### config.mk
export PLATFORM = sky130hd
export DESIGN_NAME = dispense_sequencer
export DESIGN_NICKNAME = d
export VERILOG_FILES = /design/src/rtl/dispense_sequencer.sv
export SDC_FILE = /design/constraint.sdc
export NUM_CORES = 1
export LEC_CHECK = 0
export BUFFER_PORTS_ARGS = -buffer_cell sky130_fd_sc_hd__buf_2
export CORE_MARGIN = 2
export CORE_UTILIZATION = 44
export CTS_BUF_LIST = sky130_fd_sc_hd__clkbuf_16
export CTS_CLUSTER_SIZE = 14
export DETAILED_ROUTE_END_ITERATION = 10
export PLACE_DENSITY_LB_ADDON = 0.3
export REMOVE_ABC_BUFFERS = 1
export SLEW_MARGIN = 15
export SYNTH_ARGS = -nofsm -noshare
export SYNTH_HDL_FRONTEND = slang
export SYNTH_SLANG_ARGS = --single-unit
### constraint.sdc
create_clock -name clk -period 6.1 [get_ports clk]
set_input_delay 1.22 -clock clk [delete_from_list [all_inputs] [get_ports clk]]
set_output_delay 1.22 -clock clk [all_outputs]
set_load 0.05 [all_outputs]
### src/rtl/dispense_sequencer.sv
// Motor dispense sequencer: stores one run time per channel, then runs each channel's motor in index order with a dead gap between runs.
// Latency: start sampled at edge E0 drives motor[0] from edge E1; every motor output is registered.
// Flow: loads and start are accepted only in IDLE; abort overrides everything; optional DISPENSE_PAUSE_EN adds a pause input that freezes RUN/GAP timing.
module dispense_sequencer #(
  parameter int NUM_CH    = 3,
  parameter int TIME_W    = 16,
  parameter int TICK_DIV  = 1000,
  parameter int GAP_TICKS = 2
) (
  input  logic                      clk,
  input  logic                      rst,
  input  logic                      ld_valid,
  input  logic [$clog2(NUM_CH)-1:0] ld_ch,
  input  logic [TIME_W-1:0]         ld_time,
  input  logic                      start,
  input  logic                      abort,
`ifdef DISPENSE_PAUSE_EN
  input  logic                      pause,
`endif
  output logic [NUM_CH-1:0]         motor,
  output logic [$clog2(NUM_CH)-1:0] cur_ch,
  output logic                      busy,
  output logic                      done
);

  localparam int CH_W  = $clog2(NUM_CH);
  localparam int CH_W1 = CH_W + 1;
  localparam int PRE_W = (TICK_DIV > 1) ? $clog2(TICK_DIV) : 1;
  localparam int GAP_W = $clog2(GAP_TICKS + 1);
  localparam int TK_W  = (TIME_W > GAP_W) ? TIME_W : GAP_W;

  localparam logic [PRE_W-1:0] PRE_LAST = PRE_W'(TICK_DIV - 1);
  localparam logic [TK_W-1:0]  GAP_LAST = TK_W'((GAP_TICKS > 0) ? GAP_TICKS - 1 : 0);
  localparam logic [CH_W-1:0]  LAST_CH  = CH_W'(NUM_CH - 1);
  localparam logic [CH_W:0]    NUM_CH_V = CH_W1'(NUM_CH);

  typedef enum logic [2:0] {S_IDLE, S_SEL, S_RUN, S_GAP, S_DONE} state_t;

  state_t              state, state_nxt;
  logic [CH_W-1:0]     cur_nxt;
  logic [NUM_CH-1:0]   motor_nxt;
  logic [NUM_CH-1:0]   onehot;
  logic [PRE_W-1:0]    pre, pre_nxt, pre_adv;
  logic [TK_W-1:0]     tick, tick_nxt, tick_adv;
  logic [TK_W-1:0]     run_last;
  logic [TIME_W-1:0]   times [NUM_CH];
  logic [TIME_W-1:0]   cur_time;
  logic                paused;
  logic                last_ch;
  logic                run_end;
  logic                gap_end;
  logic                ld_ok;
  state_t              step_state;
  logic [CH_W-1:0]     step_ch;

`ifdef DISPENSE_PAUSE_EN
  assign paused = pause;
`else
  assign paused = 1'b0;
`endif

  assign cur_time   = times[cur_ch];
  assign onehot     = {{(NUM_CH-1){1'b0}}, 1'b1} << cur_ch;
  assign last_ch    = (cur_ch == LAST_CH);
  assign ld_ok      = ({1'b0, ld_ch} < NUM_CH_V);
  // Last tick index of a run; only meaningful in RUN, where cur_time is nonzero.
  assign run_last   = TK_W'(cur_time) - TK_W'(1);
  assign run_end    = (pre == PRE_LAST) && (tick == run_last);
  assign gap_end    = (pre == PRE_LAST) && (tick == GAP_LAST);
  assign pre_adv    = (pre == PRE_LAST) ? '0 : pre + PRE_W'(1);
  assign tick_adv   = (pre == PRE_LAST) ? tick + TK_W'(1) : tick;
  // After a channel finishes: either the sequence is over or the next channel is selected.
  assign step_state = last_ch ? S_DONE : S_SEL;
  assign step_ch    = last_ch ? cur_ch : cur_ch + CH_W'(1);
  assign busy       = (state != S_IDLE);
  assign done       = (state == S_DONE);

  // Register FSM state, channel index, motor enables and the prescaler/tick counters.
  always_ff @(posedge clk or negedge rst) begin
    if (!rst) begin
      state  <= S_IDLE;
      cur_ch <= '0;
      motor  <= '0;
      pre    <= '0;
      tick   <= '0;
    end else begin
      state  <= state_nxt;
      cur_ch <= cur_nxt;
      motor  <= motor_nxt;
      pre    <= pre_nxt;
      tick   <= tick_nxt;
    end
  end

  // Channel time storage: writable only while idle, out-of-range indices dropped.
  always_ff @(posedge clk or negedge rst) begin
    if (!rst) begin
      for (int i = 0; i < NUM_CH; i++) times[i] <= '0;
    end else if (state == S_IDLE && ld_valid && ld_ok) begin
      times[ld_ch] <= ld_time;
    end
  end

  // Next-state and next-output decode; abort beats every other transition.
  always_comb begin
    state_nxt = state;
    cur_nxt   = cur_ch;
    motor_nxt = motor;
    pre_nxt   = pre;
    tick_nxt  = tick;
    if (state != S_IDLE && abort) begin
      state_nxt = S_IDLE;
      cur_nxt   = '0;
      motor_nxt = '0;
      pre_nxt   = '0;
      tick_nxt  = '0;
    end else begin
      case (state)
        S_IDLE: begin
          if (start) begin
            state_nxt = S_SEL;
            cur_nxt   = '0;
          end
        end
        S_SEL: begin
          if (cur_time != '0) begin
            state_nxt = S_RUN;
            motor_nxt = onehot;
            pre_nxt   = '0;
            tick_nxt  = '0;
          end else if (last_ch) begin
            state_nxt = S_DONE;
          end else begin
            cur_nxt = cur_ch + CH_W'(1);
          end
        end
        S_RUN: begin
          if (paused) begin
            motor_nxt = '0;
          end else if (run_end) begin
            motor_nxt = '0;
            pre_nxt   = '0;
            tick_nxt  = '0;
            if (GAP_TICKS > 0) begin
              state_nxt = S_GAP;
            end else begin
              state_nxt = step_state;
              cur_nxt   = step_ch;
            end
          end else begin
            motor_nxt = onehot;
            pre_nxt   = pre_adv;
            tick_nxt  = tick_adv;
          end
        end
        S_GAP: begin
          motor_nxt = '0;
          if (!paused) begin
            if (gap_end) begin
              state_nxt = step_state;
              cur_nxt   = step_ch;
              pre_nxt   = '0;
              tick_nxt  = '0;
            end else begin
              pre_nxt  = pre_adv;
              tick_nxt = tick_adv;
            end
          end
        end
        S_DONE: begin
          state_nxt = S_IDLE;
          cur_nxt   = '0;
          motor_nxt = '0;
        end
        default: begin
          state_nxt = S_IDLE;
          cur_nxt   = '0;
          motor_nxt = '0;
        end
      endcase
    end
  end

endmodule
==> summary.md, run 1 <==
| Metric | Value |
|---|---|
| Number of flops mapped to enable cells by yosys | 0 |
| First DRT Iteration DRCs | 196 |
| Xor/xnor share of the synthesized area | 5.90% |
| Floorplan die area | 11600 um2 |
| CTS clk-pin slew, worst paths | 0.06 ns |
| Number of cell instances on the worst register-to-register path | 10 |
| Port Buffers | 29 |
| Power per unit of standard cell area | 465 nW/um2 |
| Clock tree from TritonCTS | yes |
| Worst path required time | 6.28 ns |
| Area inside the core boundary | 10400 um2 |
| Routability cong. | 0.876 |
| Synth Warn # | 0 |
| First-pass GRT wire length | 17.2 mm |
| Proportion of power drawn by the clock network | 21.5% |
| Async SR Flop Fraction | 100% |
| Hold Violations, Final | 0 |
| Maximum frequency from static timing analysis | 236 MHz |
| Area fraction in compound gates after synthesis | 13.5% |
| # hold bufs at CTS | 0 |
| Sequential share of the synthesized area | 43.2% |
| Bufs on Longest Clock Path | 2 |
| Library cells used by synthesis | 68 |
| Share of synthesized cell area in full adder, half adder and majority cells | 1.84% |
| Power dissipated by switching net loads | 947 uW |
| Deepest level of the CTS H-tree | 3 |
| Number of nets with antenna violations after routing | 0 |
| Worst hold start | motor[1] |
| DRC viols | 0 |
| Number of cells produced by synthesis | 455 |
| Pin count of the biggest net entering global routing | 83 |
| Final critical-path required period | 4.24 ns |
| Transition at the pin with the smallest max-transition slack | 1.06 ns |
| Setup clock skew after layout | 0.00520 ns |
| Postcts setup bufs | 0 |
| Vias per Instance | 5.77 |
| Number of diodes added for antenna fixing | 0 |
| Total internal power | 1.49 mW |
| Post-synthesis area per instance | 10.4 um2 |
| Biggest area consumer among synthesized cells | sky130_fd_sc_hd__dfrtp_1 |
| Fin crit share | 69.5% |
| Flop pwr share | 35.4% |
| Fraction of final layout cells with drive strength greater than 1 | 24.5% |
| Peak supply drop | 0.301 mV |
| Final count of negative-setup-slack endpoints | 0 |
| Capturing point of the worst reg2reg path | tick[4] |
| Horizontal extent of the die | 108 um |
| Clock Root Buffer | sky130_fd_sc_hd__clkbuf_16 |
| Most common cell in the synthesized netlist | sky130_fd_sc_hd__dfrtp_1 |
| Total congestion overflow | 0 |
| Post-synth top cells | sky130_fd_sc_hd__dfrtp_1 (82), sky130_fd_sc_hd__mux2_2 (50), sky130_fd_sc_hd__nand2_1 (37) |
| Synth-to-layout area growth | 10.4% |
| Total number of nets in the final design | 503 |
| Most used flip-flop cell after synthesis | sky130_fd_sc_hd__dfrtp_1 |
| Clock Latency Late Sink | 0.34 ns |
| FF/Latch Area | 2050 um2 |
| Post-detail-place hpwl | 7.06 mm |
| Min-Delay Path Class | reg2reg |
| Status | completed |
| Multiplexer area fraction after synthesis | 15.4% |
| Number of global-route vias before repair | 3477 |
| Average detailed-routed wire length per instance | 16.2 um |
| Count of pins over their slew limit | 0 |
| Number of ports placed on the die boundary | 30 |
| Highest net fanout along the worst path | 24 |
| Overall via count from detail_route | 3537 |
| Net switching share of the total power | 38.9% |
| Startpoint types | register |
| Initial core utilization | 45.6% |
| Comb pwr share | 43.1% |
| Initial antenna violation count | 0 |
| Die Span Y | 108 um |
| Maximum capacitance violations | 0 |
| Endpoint class of the critical path | register |
| Total clock sinks | 82 |
| Flops & latches, synth | 82 |
| Area share of the largest cell type after synthesis | 43.2% |
| Slew Limit Headroom | 29.5% |
| Count of filler cells inserted in the layout | 959 |
| Number of buffers created by CTS | 9 |
| WHS Path Cells | 2 |
| Std cell rows | 37 |
| Share of synthesized cell area in and, or, nand and nor gates | 16.9% |
| Flop-to-flop setup slack | 1.86 ns |
| Critical path data arrival time | 4.42 ns |
| Area used by multi-input combinational logic | 2550 um2 |
| Critical setup path kind | reg2reg |
| Unrepaired setup endpoints after global routing | no |
| R2r startpoint | cur_ch[1] |
| DRT Wirelength | 9.91 mm |
| Leakage power | 2.13 nW |
| Drt pass-1 iters | 5 |
| Post-Syn Area | 4750 um2 |
| Power consumption | 2.44 mW |
| Min-Delay Endpoint | motor[1] |
| Largest family of logic cells by synthesized area | simple AND/OR/NAND/NOR gates |
| Most area-consuming cells after synthesis | sky130_fd_sc_hd__dfrtp_1 (43%), sky130_fd_sc_hd__mux2_2 (12%), sky130_fd_sc_hd__xnor2_1 (2.9%), sky130_fd_sc_hd__xor2_1 (2.9%), sky130_fd_sc_hd__nand2_1 (2.9%) |
| Setup_tns | 0 ns |
| Number of resized instances in the post-cts repair step | 0 |
| GRT Util Overall | 18.8% |
[layout make-up]
| class | count | share of cell area, % |
|---|---|---|
| Multi-Input combinational cell | 341 | 48.6 |
| Clock buffer | 9 | 4.29 |
| Clock inverter | 6 | 1.15 |
| Sequential cell | 82 | 39.1 |
| Timing Repair Buffer | 30 | 2.96 |
| Tap cell | 136 | 3.24 |
| Inverter | 9 | 0.644 |
[per-layer routing]
metal,part of all wire (%),up-vias,GRT usage [%]
li1,-,1695,-
met5,0,-,0
met1,48,1738,25.3
met4,2.5,0,8.24
met2,46,86,29.0
met3,4.2,18,4.42
[placed cells by master (no fill, tap or decap), types with 3 or more instances in the layout]
cell type / n
sky130_fd_sc_hd__nor3_1: 11
sky130_fd_sc_hd__a21oi_1: 13
sky130_fd_sc_hd__mux2i_1: 11
sky130_fd_sc_hd__nand3_1: 11
sky130_fd_sc_hd__o31ai_1: 5
sky130_fd_sc_hd__o211ai_1: 4
sky130_fd_sc_hd__xor2_1: 16
sky130_fd_sc_hd__a211o_1: 3
sky130_fd_sc_hd__dfrtp_1: 82
sky130_fd_sc_hd__nor2_1: 29
sky130_fd_sc_hd__nand4_1: 11
sky130_fd_sc_hd__nand2_1: 37
sky130_fd_sc_hd__mux2_1: 5
sky130_fd_sc_hd__xnor2_1: 16
sky130_fd_sc_hd__nor4_1: 3
sky130_fd_sc_hd__a21oi_2: 10
sky130_fd_sc_hd__clkbuf_16: 9
sky130_fd_sc_hd__ha_1: 7
sky130_fd_sc_hd__and3_1: 11
sky130_fd_sc_hd__inv_1: 10
sky130_fd_sc_hd__mux2_2: 50
sky130_fd_sc_hd__nand3b_1: 5
sky130_fd_sc_hd__or3_1: 3
sky130_fd_sc_hd__o2bb2ai_1: 6
sky130_fd_sc_hd__buf_2: 28
sky130_fd_sc_hd__a22oi_1: 4
sky130_fd_sc_hd__o21ai_0: 20
[cell families after synthesis]
logic type                 count (synthesis)
and+or+nand+nor                          148
AOI/OAI and AO/OA                         88
DFF                                       82
muxes                                     66
xor gates and xnor gates                  32
buffers and inverters                     32
adders and majority gates                  7
[registers in the layout, summed over array words and instances, names as in the netlist]
signal,count
times,48
tick,16
pre,10
motor,3
state,3
cur_ch,2
[how the worst max path moves through the flow]
stage                          from      end  slack (ns)  cells after the start
after floorplan           cur_ch[1]  tick[0]        2.13                     10
after global placement    cur_ch[1]  tick[2]        2.02                     10
after detailed placement  cur_ch[1]  tick[4]        1.88                     10
after CTS                 cur_ch[1]  tick[4]        1.83                     10
after global routing      cur_ch[1]  tick[2]        1.55                     10
final                     cur_ch[1]  tick[4]        1.86                     10
[power groups by stage]
stage	clock [mW]	sequential [mW]	combinational (mW)
global placement	0	0.865	1.02
detailed placement	0	0.872	1.05
CTS	0.539	0.863	1.06
global route	0.559	0.891	1.17
finish	0.523	0.863	1.05
floorplan	0	0.865	0.806
[per-stage QoR]
step / setup slack, ns / util (%) / cells / area [um2] / hold WS [ns]
after global routing: 1.55 / 50.4 / 613 / 5250 / 0.507
after detailed placement: 1.88 / 47.6 / 598 / 4960 / 0.480
after CTS: 1.83 / 50.4 / 613 / 5250 / 0.488
after floorplan: 2.13 / - / 432 / 4630 / 0.449
final: 1.86 / 50.4 / 613 / 5250 / 0.487
after global placement: 2.02 / 47.6 / 598 / 4960 / 0.461
[critical path, stage by stage (launching register included)]
cell and delay, ns:
sky130_fd_sc_hd__dfrtp_1 1.04, sky130_fd_sc_hd__mux2_2 0.41, sky130_fd_sc_hd__a22oi_1 0.37, sky130_fd_sc_hd__ha_1 0.28
sky130_fd_sc_hd__nand3_2 0.18, sky130_fd_sc_hd__or4_1 0.57, sky130_fd_sc_hd__a211o_1 0.32, sky130_fd_sc_hd__nand3_2 0.09
sky130_fd_sc_hd__nand4_4 0.12, sky130_fd_sc_hd__o21ai_4 0.54, sky130_fd_sc_hd__a21oi_1 0.15
Power figures use the tool's default switching activity.
==> inputs of run 2 (changes only) <==
==> constraint.sdc (replaced) <==
create_clock -name clk -period 3.5 [get_ports clk]
set_input_delay 0.7 -clock clk [delete_from_list [all_inputs] [get_ports clk]]
set_output_delay 0.7 -clock clk [all_outputs]
set_load 0.05 [all_outputs]
==> summary.md, run 2 (synthesis gave the netlist of run 1 again) <==
| Metric | Value |
|---|---|
| Vias per Instance | 5.74 (was 5.77) |
| Cell Count, Final, Fillers Out | 622 (was 613) |
| Initial antenna violation count | 0 (unchanged) |
| Final count of negative-setup-slack endpoints | 0 (unchanged) |
| Worst hold start | pre[9] (was motor[1]) |
| Std cell rows | 37 (unchanged) |
| Number of flip-flops under the largest register name | 48 (unchanged) |
| WHS Path Cells | 1 (was 2) |
| Port Buffers | 29 (unchanged) |
| Critical path data arrival time | 3.48 ns (was 4.42 ns) |
| Routability cong. | 0.910 (was 0.876) |
| Min-Delay Path Class | reg2reg (unchanged) |
| Fraction of final layout cells with drive strength greater than 1 | 26.3% (was 24.5%) |
| CTS clk-pin slew, worst paths | 0.06 ns (about the same) |
| First DRT Iteration DRCs | 171 (was 196) |
| Most used cells in the layout excluding fill and tap cells | sky130_fd_sc_hd__dfrtp_1 (81), sky130_fd_sc_hd__mux2_2 (50), sky130_fd_sc_hd__nand2_1 (37) (was sky130_fd_sc_hd__dfrtp_1 (82), sky130_fd_sc_hd__mux2_2 (50), sky130_fd_sc_hd__nand2_1 (37)) |
| Number of nets with antenna violations after routing | 0 (unchanged) |
| Area inside the core boundary | 10400 um2 (unchanged) |
| Capturing point of the worst reg2reg path | tick[4] (unchanged) |
| Count of pins over their slew limit | 0 (unchanged) |
| Commonest non-fill, non-tap cell in the layout | sky130_fd_sc_hd__dfrtp_1 (unchanged) |
| # hold bufs at CTS | 0 (unchanged) |
| Overall via count from detail_route | 3571 (was 3537) |
| Endpoint class of the critical path | register (unchanged) |
| Post-detail-place hpwl | 7.22 mm (was 7.06 mm) |
| Status | completed (unchanged) |
| Min-Delay Endpoint | pre[9] (was motor[1]) |
| Leakage power | 2.18 nW (was 2.13 nW) |
| Hold Violations, Final | 0 (unchanged) |
| Number of ports placed on the die boundary | 30 (unchanged) |
| Flop-to-flop setup slack | 0.23 ns (was 1.86 ns) |
| Largest registers | times: 48 flops, tick: 16 flops, pre: 10 flops (unchanged) |
| DRC viols | 0 (unchanged) |
| Maximum frequency from static timing analysis | 305 MHz (was 236 MHz) |
| Total clock sinks | 82 (unchanged) |
| Unrepaired setup endpoints after global routing | no (unchanged) |
| Total congestion overflow | 0 (unchanged) |
| Clock Latency Late Sink | 0.34 ns (about the same) |
| First-pass GRT wire length | 17.1 mm (was 17.2 mm) |
| Number of buffers created by CTS | 9 (unchanged) |
| Drt pass-1 iters | 4 (was 5) |
| Final critical-path required period | 3.27 ns (was 4.24 ns) |
| Placed Area | 5030 um2 (was 4960 um2) |
| Total number of nets in the final design | 511 (was 503) |
| Setup clock skew after layout | 0.00432 ns (was 0.00520 ns) |
| Critical setup path kind | reg2reg (unchanged) |
| Pin count of the biggest net entering global routing | 83 (unchanged) |
| Horizontal extent of the die | 108 um (unchanged) |
| Highest net fanout along the worst path | 17 (was 24) |
| Biggest register | times (unchanged) |
| DRT Wirelength | 10.1 mm (was 9.91 mm) |
| Deepest level of the CTS H-tree | 3 (unchanged) |
| Synth-to-layout area growth | 12.3% (was 10.4%) |
| Number of global-route vias before repair | 3550 (was 3477) |
| Slew Limit Headroom | 31.9% (was 29.5%) |
| Floorplan die area | 11600 um2 (unchanged) |
| Cell area after layout | 5340 um2 (was 5250 um2) |
| Maximum capacitance violations | 0 (unchanged) |
| Die Span Y | 108 um (unchanged) |
| Peak supply drop | 0.367 mV (was 0.301 mV) |
| Bufs on Longest Clock Path | 2 (unchanged) |
| Placed Cells incl. Taps | 606 (was 598) |
| Number of cell instances on the worst register-to-register path | 11 (was 10) |
| Number of diodes added for antenna fixing | 0 (unchanged) |
| Worst path required time | 3.71 ns (was 6.28 ns) |
| Clock Root Buffer | sky130_fd_sc_hd__clkbuf_16 (unchanged) |
| Initial core utilization | 45.6% (unchanged) |
| Power per unit of standard cell area | 821 nW/um2 (was 465 nW/um2) |
| Fin crit share | 93.5% (was 69.5%) |
| Average detailed-routed wire length per instance | 16.2 um (about the same) |
| R2r startpoint | cur_ch[1] (unchanged) |
| GRT Util Overall | 18.8% (about the same) |
| Clock tree from TritonCTS | yes (unchanged) |
| Count of filler cells inserted in the layout | 941 (was 959) |
| Transition at the pin with the smallest max-transition slack | 1.02 ns (was 1.06 ns) |
| Startpoint types | register (unchanged) |
==> run 2: worst max-delay path by stage <==
stage | startpoint | endpoint | slack (ns) | cells past startpoint
2_1_floorplan | cur_ch[1] | tick[0] | -0.47 | 10
3_3_place_gp | cur_ch[1] | tick[1] | 0.22 | 11
3_5_place_dp | cur_ch[1] | tick[4] | 0.11 | 11
4_1_cts | cur_ch[1] | tick[4] | 0.1 | 11
5_1_grt | cur_ch[1] | tick[4] | 0.02 | 12
6_report | cur_ch[1] | tick[4] | 0.23 | 11
==> run 2: stage by stage <==
step / TNS [ns] / setup slack, ns / power (mW) / hold slack, ns / util [%]
after floorplan: -8.85 / -0.467 / 2.91 / 0.404 / -
after global placement: 0 / 0.220 / 3.37 / 0.480 / 48.3
after detailed placement: 0 / 0.111 / 3.43 / 0.483 / 48.3
after CTS: 0 / 0.0965 / 4.38 / 0.493 / 51.1
after global routing: 0 / 0.0234 / 4.69 / 0.514 / 51.2
final: 0 / 0.227 / 4.38 / 0.487 / 51.2
==> run 2: repair_timing <==
action	in CTS	in global routing
endpoints found under the setup margin	0	21
buffers inserted	0	0
gates resized for setup	0	3
==> run 2: area by class of cell <==
class / count / area, um2 / share of cell area [%]
multi-input combinational: 341 / 2550 / 47.9
sequential: 82 / 2050 / 38.5
timing repair buffer: 38 / 231 / 4.34
clock buffer: 9 / 225 / 4.22
tap: 136 / 170 / 3.19
clock inverter: 7 / 68.8 / 1.29
inverter: 9 / 33.8 / 0.633
==> run 2: worst max-delay path, stage by stage (launching register included) <==
cell and delay, ns:
sky130_fd_sc_hd__dfrtp_2 0.46, sky130_fd_sc_hd__buf_12 0.19, sky130_fd_sc_hd__mux2_1 0.35, sky130_fd_sc_hd__mux2_2 0.30, sky130_fd_sc_hd__nor4_2 0.31, sky130_fd_sc_hd__nand3_1 0.29
sky130_fd_sc_hd__o21a_1 0.26, sky130_fd_sc_hd__a311oi_1 0.32, sky130_fd_sc_hd__nand3_1 0.17, sky130_fd_sc_hd__o21ai_4 0.16, sky130_fd_sc_hd__buf_6 0.22, sky130_fd_sc_hd__a21oi_1 0.09
==> run 2: routing by layer <==
layer  up-vias  share of wire (%)  GRT usage [%]
li1       1708                  -              -
met1      1777                 47           25.2
met2        76                 47           29.8
met3        10                4.2           4.24
met4         0                1.3           6.96
met5         -                  0              0
==> run 2: report_power, final <==
part	leakage (nW)	internal, mW	switching [mW]
clock network	0.149	0.551	0.382
logic	0.984	0.858	1.11
registers	1.04	1.26	0.218
==> inputs of run 3 (changes only) <==
--- a/config.mk
+++ b/config.mk
@@ -5,6 +5,7 @@
 export SDC_FILE = /design/constraint.sdc
 export NUM_CORES = 1
 export LEC_CHECK = 0
+export ABC_AREA = 1
 export BUFFER_PORTS_ARGS = -buffer_cell sky130_fd_sc_hd__buf_2
 export CORE_MARGIN = 2
 export CORE_UTILIZATION = 44
==> summary.md, run 3 <==
| Metric | Value |
|---|---|
| Status | completed (unchanged) |
| Maximum capacitance violations | 0 (unchanged) |
| Number of cells produced by synthesis | 691 (was 455) |
| # hold bufs at CTS | 0 (unchanged) |
| Vias per Instance | 5.17 (was 5.74) |
| Transition at the pin with the smallest max-transition slack | 0.758 ns (was 1.02 ns) |
| FF/Latch Area | 2050 um2 (about the same) |
| Number of ports placed on the die boundary | 30 (unchanged) |
| Most used flip-flop cell after synthesis | sky130_fd_sc_hd__dfrtp_1 (unchanged) |
| Biggest register | times (unchanged) |
| Capturing point of the worst reg2reg path | tick[3] (was tick[4]) |
| Highest net fanout along the worst path | 19 (was 17) |
| Synth Warn # | 0 (unchanged) |
| Cell Count, Final, Fillers Out | 871 (was 622) |
| Most area-consuming cells after synthesis | sky130_fd_sc_hd__dfrtp_1 (39%), sky130_fd_sc_hd__nand2_1 (13%), sky130_fd_sc_hd__inv_1 (6.6%), sky130_fd_sc_hd__o21ai_0 (5.3%), sky130_fd_sc_hd__nor2_1 (3.9%) (was sky130_fd_sc_hd__dfrtp_1 (43%), sky130_fd_sc_hd__mux2_2 (12%), sky130_fd_sc_hd__xnor2_1 (2.9%), sky130_fd_sc_hd__xor2_1 (2.9%), sky130_fd_sc_hd__nand2_1 (2.9%)) |
| Share of the core filled with cells in the final layout | 50.6% (was 51.2%) |
| Die Span Y | 113 um (was 108 um) |
| Number of global-route vias before repair | 4469 (was 3550) |
| Largest registers | times: 48 flops, tick: 16 flops, pre: 10 flops (unchanged) |
| Total congestion overflow | 0 (unchanged) |
| Post-synth top cells | sky130_fd_sc_hd__nand2_1 (180), sky130_fd_sc_hd__inv_1 (92), sky130_fd_sc_hd__dfrtp_1 (82) (was sky130_fd_sc_hd__dfrtp_1 (82), sky130_fd_sc_hd__mux2_2 (50), sky130_fd_sc_hd__nand2_1 (37)) |
| Pin count of the biggest net entering global routing | 83 (unchanged) |
| GRT Util Overall | 19.9% (was 18.8%) |
| Clock tree from TritonCTS | yes (unchanged) |
| Final critical-path required period | 3.02 ns (was 3.27 ns) |
| Maximum frequency from static timing analysis | 331 MHz (was 305 MHz) |
| Power per unit of standard cell area | 823 nW/um2 (was 821 nW/um2) |
| Number of flip-flops under the largest register name | 48 (unchanged) |
| Floorplan die area | 12700 um2 (was 11600 um2) |
| Biggest area consumer among synthesized cells | sky130_fd_sc_hd__dfrtp_1 (unchanged) |
| Worst hold-check slack | 0.410 ns (was 0.487 ns) |
| Clock Latency Late Sink | 0.34 ns (about the same) |
| Horizontal extent of the die | 113 um (was 108 um) |
| Fin crit share | 86.4% (was 93.5%) |
| Synth-to-layout area growth | 11.3% (was 12.3%) |
| Capturing instance or port of the critical path | tick[3] (was tick[4]) |
| Async SR Flop Fraction | 100% (unchanged) |
| Average detailed-routed wire length per instance | 13.8 um (was 16.2 um) |
| R2r startpoint | cur_ch[0] (was cur_ch[1]) |
| Routability cong. | 0.926 (was 0.910) |
| Postcts setup bufs | 0 (unchanged) |
| Clock Root Buffer | sky130_fd_sc_hd__clkbuf_16 (unchanged) |
| Port Buffers | 29 (unchanged) |
| Fraction of final layout cells with drive strength greater than 1 | 19.1% (was 26.3%) |
| Slew Limit Headroom | 49.4% (was 31.9%) |
| Peak supply drop | 0.420 mV (was 0.367 mV) |
| Unrepaired setup endpoints after global routing | no (unchanged) |
| Initial antenna violation count | 0 (unchanged) |
| CTS clk-pin slew, worst paths | 0.06 ns (about the same) |
| Count of pins over their slew limit | 0 (unchanged) |
| Library cells used by synthesis | 40 (was 68) |
| Post-Syn Area | 5210 um2 (was 4750 um2) |
| Final count of negative-setup-slack endpoints | 0 (unchanged) |
| Overall via count from detail_route | 4501 (was 3571) |
| Worst path required time | 3.72 ns (was 3.71 ns) |
| Hold Violations, Final | 0 (unchanged) |
| Most used cells in the layout excluding fill and tap cells | sky130_fd_sc_hd__nand2_1 (180), sky130_fd_sc_hd__inv_1 (93), sky130_fd_sc_hd__dfrtp_1 (82) (was sky130_fd_sc_hd__dfrtp_1 (81), sky130_fd_sc_hd__mux2_2 (50), sky130_fd_sc_hd__nand2_1 (37)) |
| DRC viols | 0 (unchanged) |
| Flops & latches, synth | 82 (unchanged) |
| Endpoint class of the critical path | register (unchanged) |
| Number of resized instances in the post-cts repair step | 0 (unchanged) |
| Number of buffers created by CTS | 9 (unchanged) |
| First-pass GRT wire length | 20.8 mm (was 17.1 mm) |
| Number of nets with antenna violations after routing | 0 (unchanged) |
| Area inside the core boundary | 11500 um2 (was 10400 um2) |
| DRT Wirelength | 12.0 mm (was 10.1 mm) |
| Total clock sinks | 82 (unchanged) |
| Most common cell in the synthesized netlist | sky130_fd_sc_hd__nand2_1 (was sky130_fd_sc_hd__dfrtp_1) |
| Post-synthesis area per instance | 7.54 um2 (was 10.4 um2) |
| Number of flops mapped to enable cells by yosys | 0 (unchanged) |
| Setup crit start | cur_ch[0] (was cur_ch[1]) |
| Leakage power | 2.74 nW (was 2.18 nW) |
| Initial core utilization | 45.4% (was 45.6%) |
| Drt pass-1 iters | 5 (was 4) |
| Bufs on Longest Clock Path | 2 (unchanged) |
| Number of diodes added for antenna fixing | 0 (unchanged) |
| Commonest non-fill, non-tap cell in the layout | sky130_fd_sc_hd__nand2_1 (was sky130_fd_sc_hd__dfrtp_1) |
| Critical path data arrival time | 3.24 ns (was 3.48 ns) |
| Critical setup path kind | reg2reg (unchanged) |
| Post-detail-place hpwl | 8.87 mm (was 7.22 mm) |
| Total number of nets in the final design | 753 (was 511) |
| Area share of the largest cell type after synthesis | 39.4% (was 43.2%) |
| Min-Delay Path Class | in2async (was reg2reg) |
| Count of filler cells inserted in the layout | 1095 (was 941) |
| Startpoint types | register (unchanged) |
| Flop-to-flop setup slack | 0.48 ns (was 0.23 ns) |
| Placed Cells incl. Taps | 855 (was 606) |
| Setup clock skew after layout | 0.00583 ns (was 0.00432 ns) |
| Number of cell instances on the worst register-to-register path | 17 (was 11) |
| First DRT Iteration DRCs | 248 (was 171) |
| Sequential share of the synthesized area | 39.4% (was 43.2%) |
| Deepest level of the CTS H-tree | 3 (unchanged) |
| Area used by multi-input combinational logic | 2670 um2 (was 2550 um2) |
| Std cell rows | 39 (was 37) |
run 3: cell count changes after synthesis, moves of 11 or more:
cell,delta
sky130_fd_sc_hd__nand2_1,+143
sky130_fd_sc_hd__mux2_2,-35
sky130_fd_sc_hd__mux2i_1,-11
sky130_fd_sc_hd__o21ai_0,+35
sky130_fd_sc_hd__xnor2_1,-14
sky130_fd_sc_hd__inv_1,+83
sky130_fd_sc_hd__nand2_2,+17
sky130_fd_sc_hd__nand3_1,+29
sky130_fd_sc_hd__nor2_1,+25
sky130_fd_sc_hd__clkbuf_1,-11
sky130_fd_sc_hd__nor2_2,+12
run 3: power breakdown:
part	internal [mW]	leakage (nW)	switching [mW]
clock	0.617	0.156	0.381
sequential	1.26	1.05	0.135
combinational	0.773	1.53	1.61
run 3: routing by layer:
| metal | share of wire [%] | up-vias | GRT usage (%) |
|---|---|---|---|
| met1 | 45 | 2120 | 26.0 |
| met5 | 0 | - | 0 |
| met2 | 49 | 103 | 33.3 |
| met3 | 4.2 | 24 | 3.75 |
| li1 | - | 2254 | - |
| met4 | 2.1 | 0 | 7.07 |
run 3: logic make-up (layout without fill, tap and decap cells):
| group | Yosys count | in the layout | share of synthesized area, % |
|---|---|---|---|
| AO/OA/AOI/OAI | 94 | 94 | 10.3 |
| XOR/XNOR | 23 | 23 | 3.87 |
| adder cells (fa/ha/maj) | 7 | 7 | 1.68 |
| buffers and inverters | 116 | 153 | 9.46 |
| flip-flops | 82 | 82 | 39.4 |
| multiplexers | 15 | 15 | 3.24 |
| AND/OR/NAND/NOR | 354 | 354 | 32.1 |
run 3: critical path, cell delays in order, from the launching register on:
cell	delay [ns]
sky130_fd_sc_hd__dfrtp_1	0.42
sky130_fd_sc_hd__buf_4	0.26
sky130_fd_sc_hd__nand2_1	0.10
sky130_fd_sc_hd__nand3_2	0.08
sky130_fd_sc_hd__o21ai_2	0.08
sky130_fd_sc_hd__inv_2	0.07
sky130_fd_sc_hd__ha_1	0.21
sky130_fd_sc_hd__nand3_2	0.14
sky130_fd_sc_hd__nor2_4	0.16
sky130_fd_sc_hd__nand3_1	0.10
sky130_fd_sc_hd__nor2_2	0.16
sky130_fd_sc_hd__nand3_1	0.10
sky130_fd_sc_hd__nand2_1	0.09
sky130_fd_sc_hd__nand2_1	0.18
sky130_fd_sc_hd__inv_1	0.40
sky130_fd_sc_hd__nor2_1	0.10
sky130_fd_sc_hd__xor2_1	0.19
sky130_fd_sc_hd__a21oi_2	0.04
run 3: cell type report:
cell class	count	share of cell area (%)
sequential	82	35.4
tap	143	3.09
multi-input combinational	493	46.0
clock buffer	9	3.88
clock inverter	7	1.47
inverter	100	6.56
timing repair buffer	37	3.65
run 3: worst min path at each step:
| stage | from | to | slack (ns) | cells after the start |
|---|---|---|---|---|
| 2_1_floorplan | rst | cur_ch[0] | 0.40 | 0 |
| 3_3_place_gp | times[38] | times[38] | 0.49 | 1 |
| 3_5_place_dp | motor[2] | motor[2] | 0.50 | 2 |
| 4_1_cts | motor[2] | motor[2] | 0.51 | 2 |
| 5_1_grt | rst | times[39] | 0.49 | 1 |
| 6_report | rst | times[39] | 0.41 | 1 |
run 3: stage by stage:
step	total power, mW	setup WS (ns)	setup TNS (ns)	instance area [um2]
2_1_floorplan	3.22	-0.156	-0.730	5100
3_3_place_gp	3.71	0.638	0	5480
3_5_place_dp	3.78	0.530	0	5480
4_1_cts	4.80	0.524	0	5790
5_1_grt	5.17	0.148	0	5800
6_report	4.77	0.475	0	5800
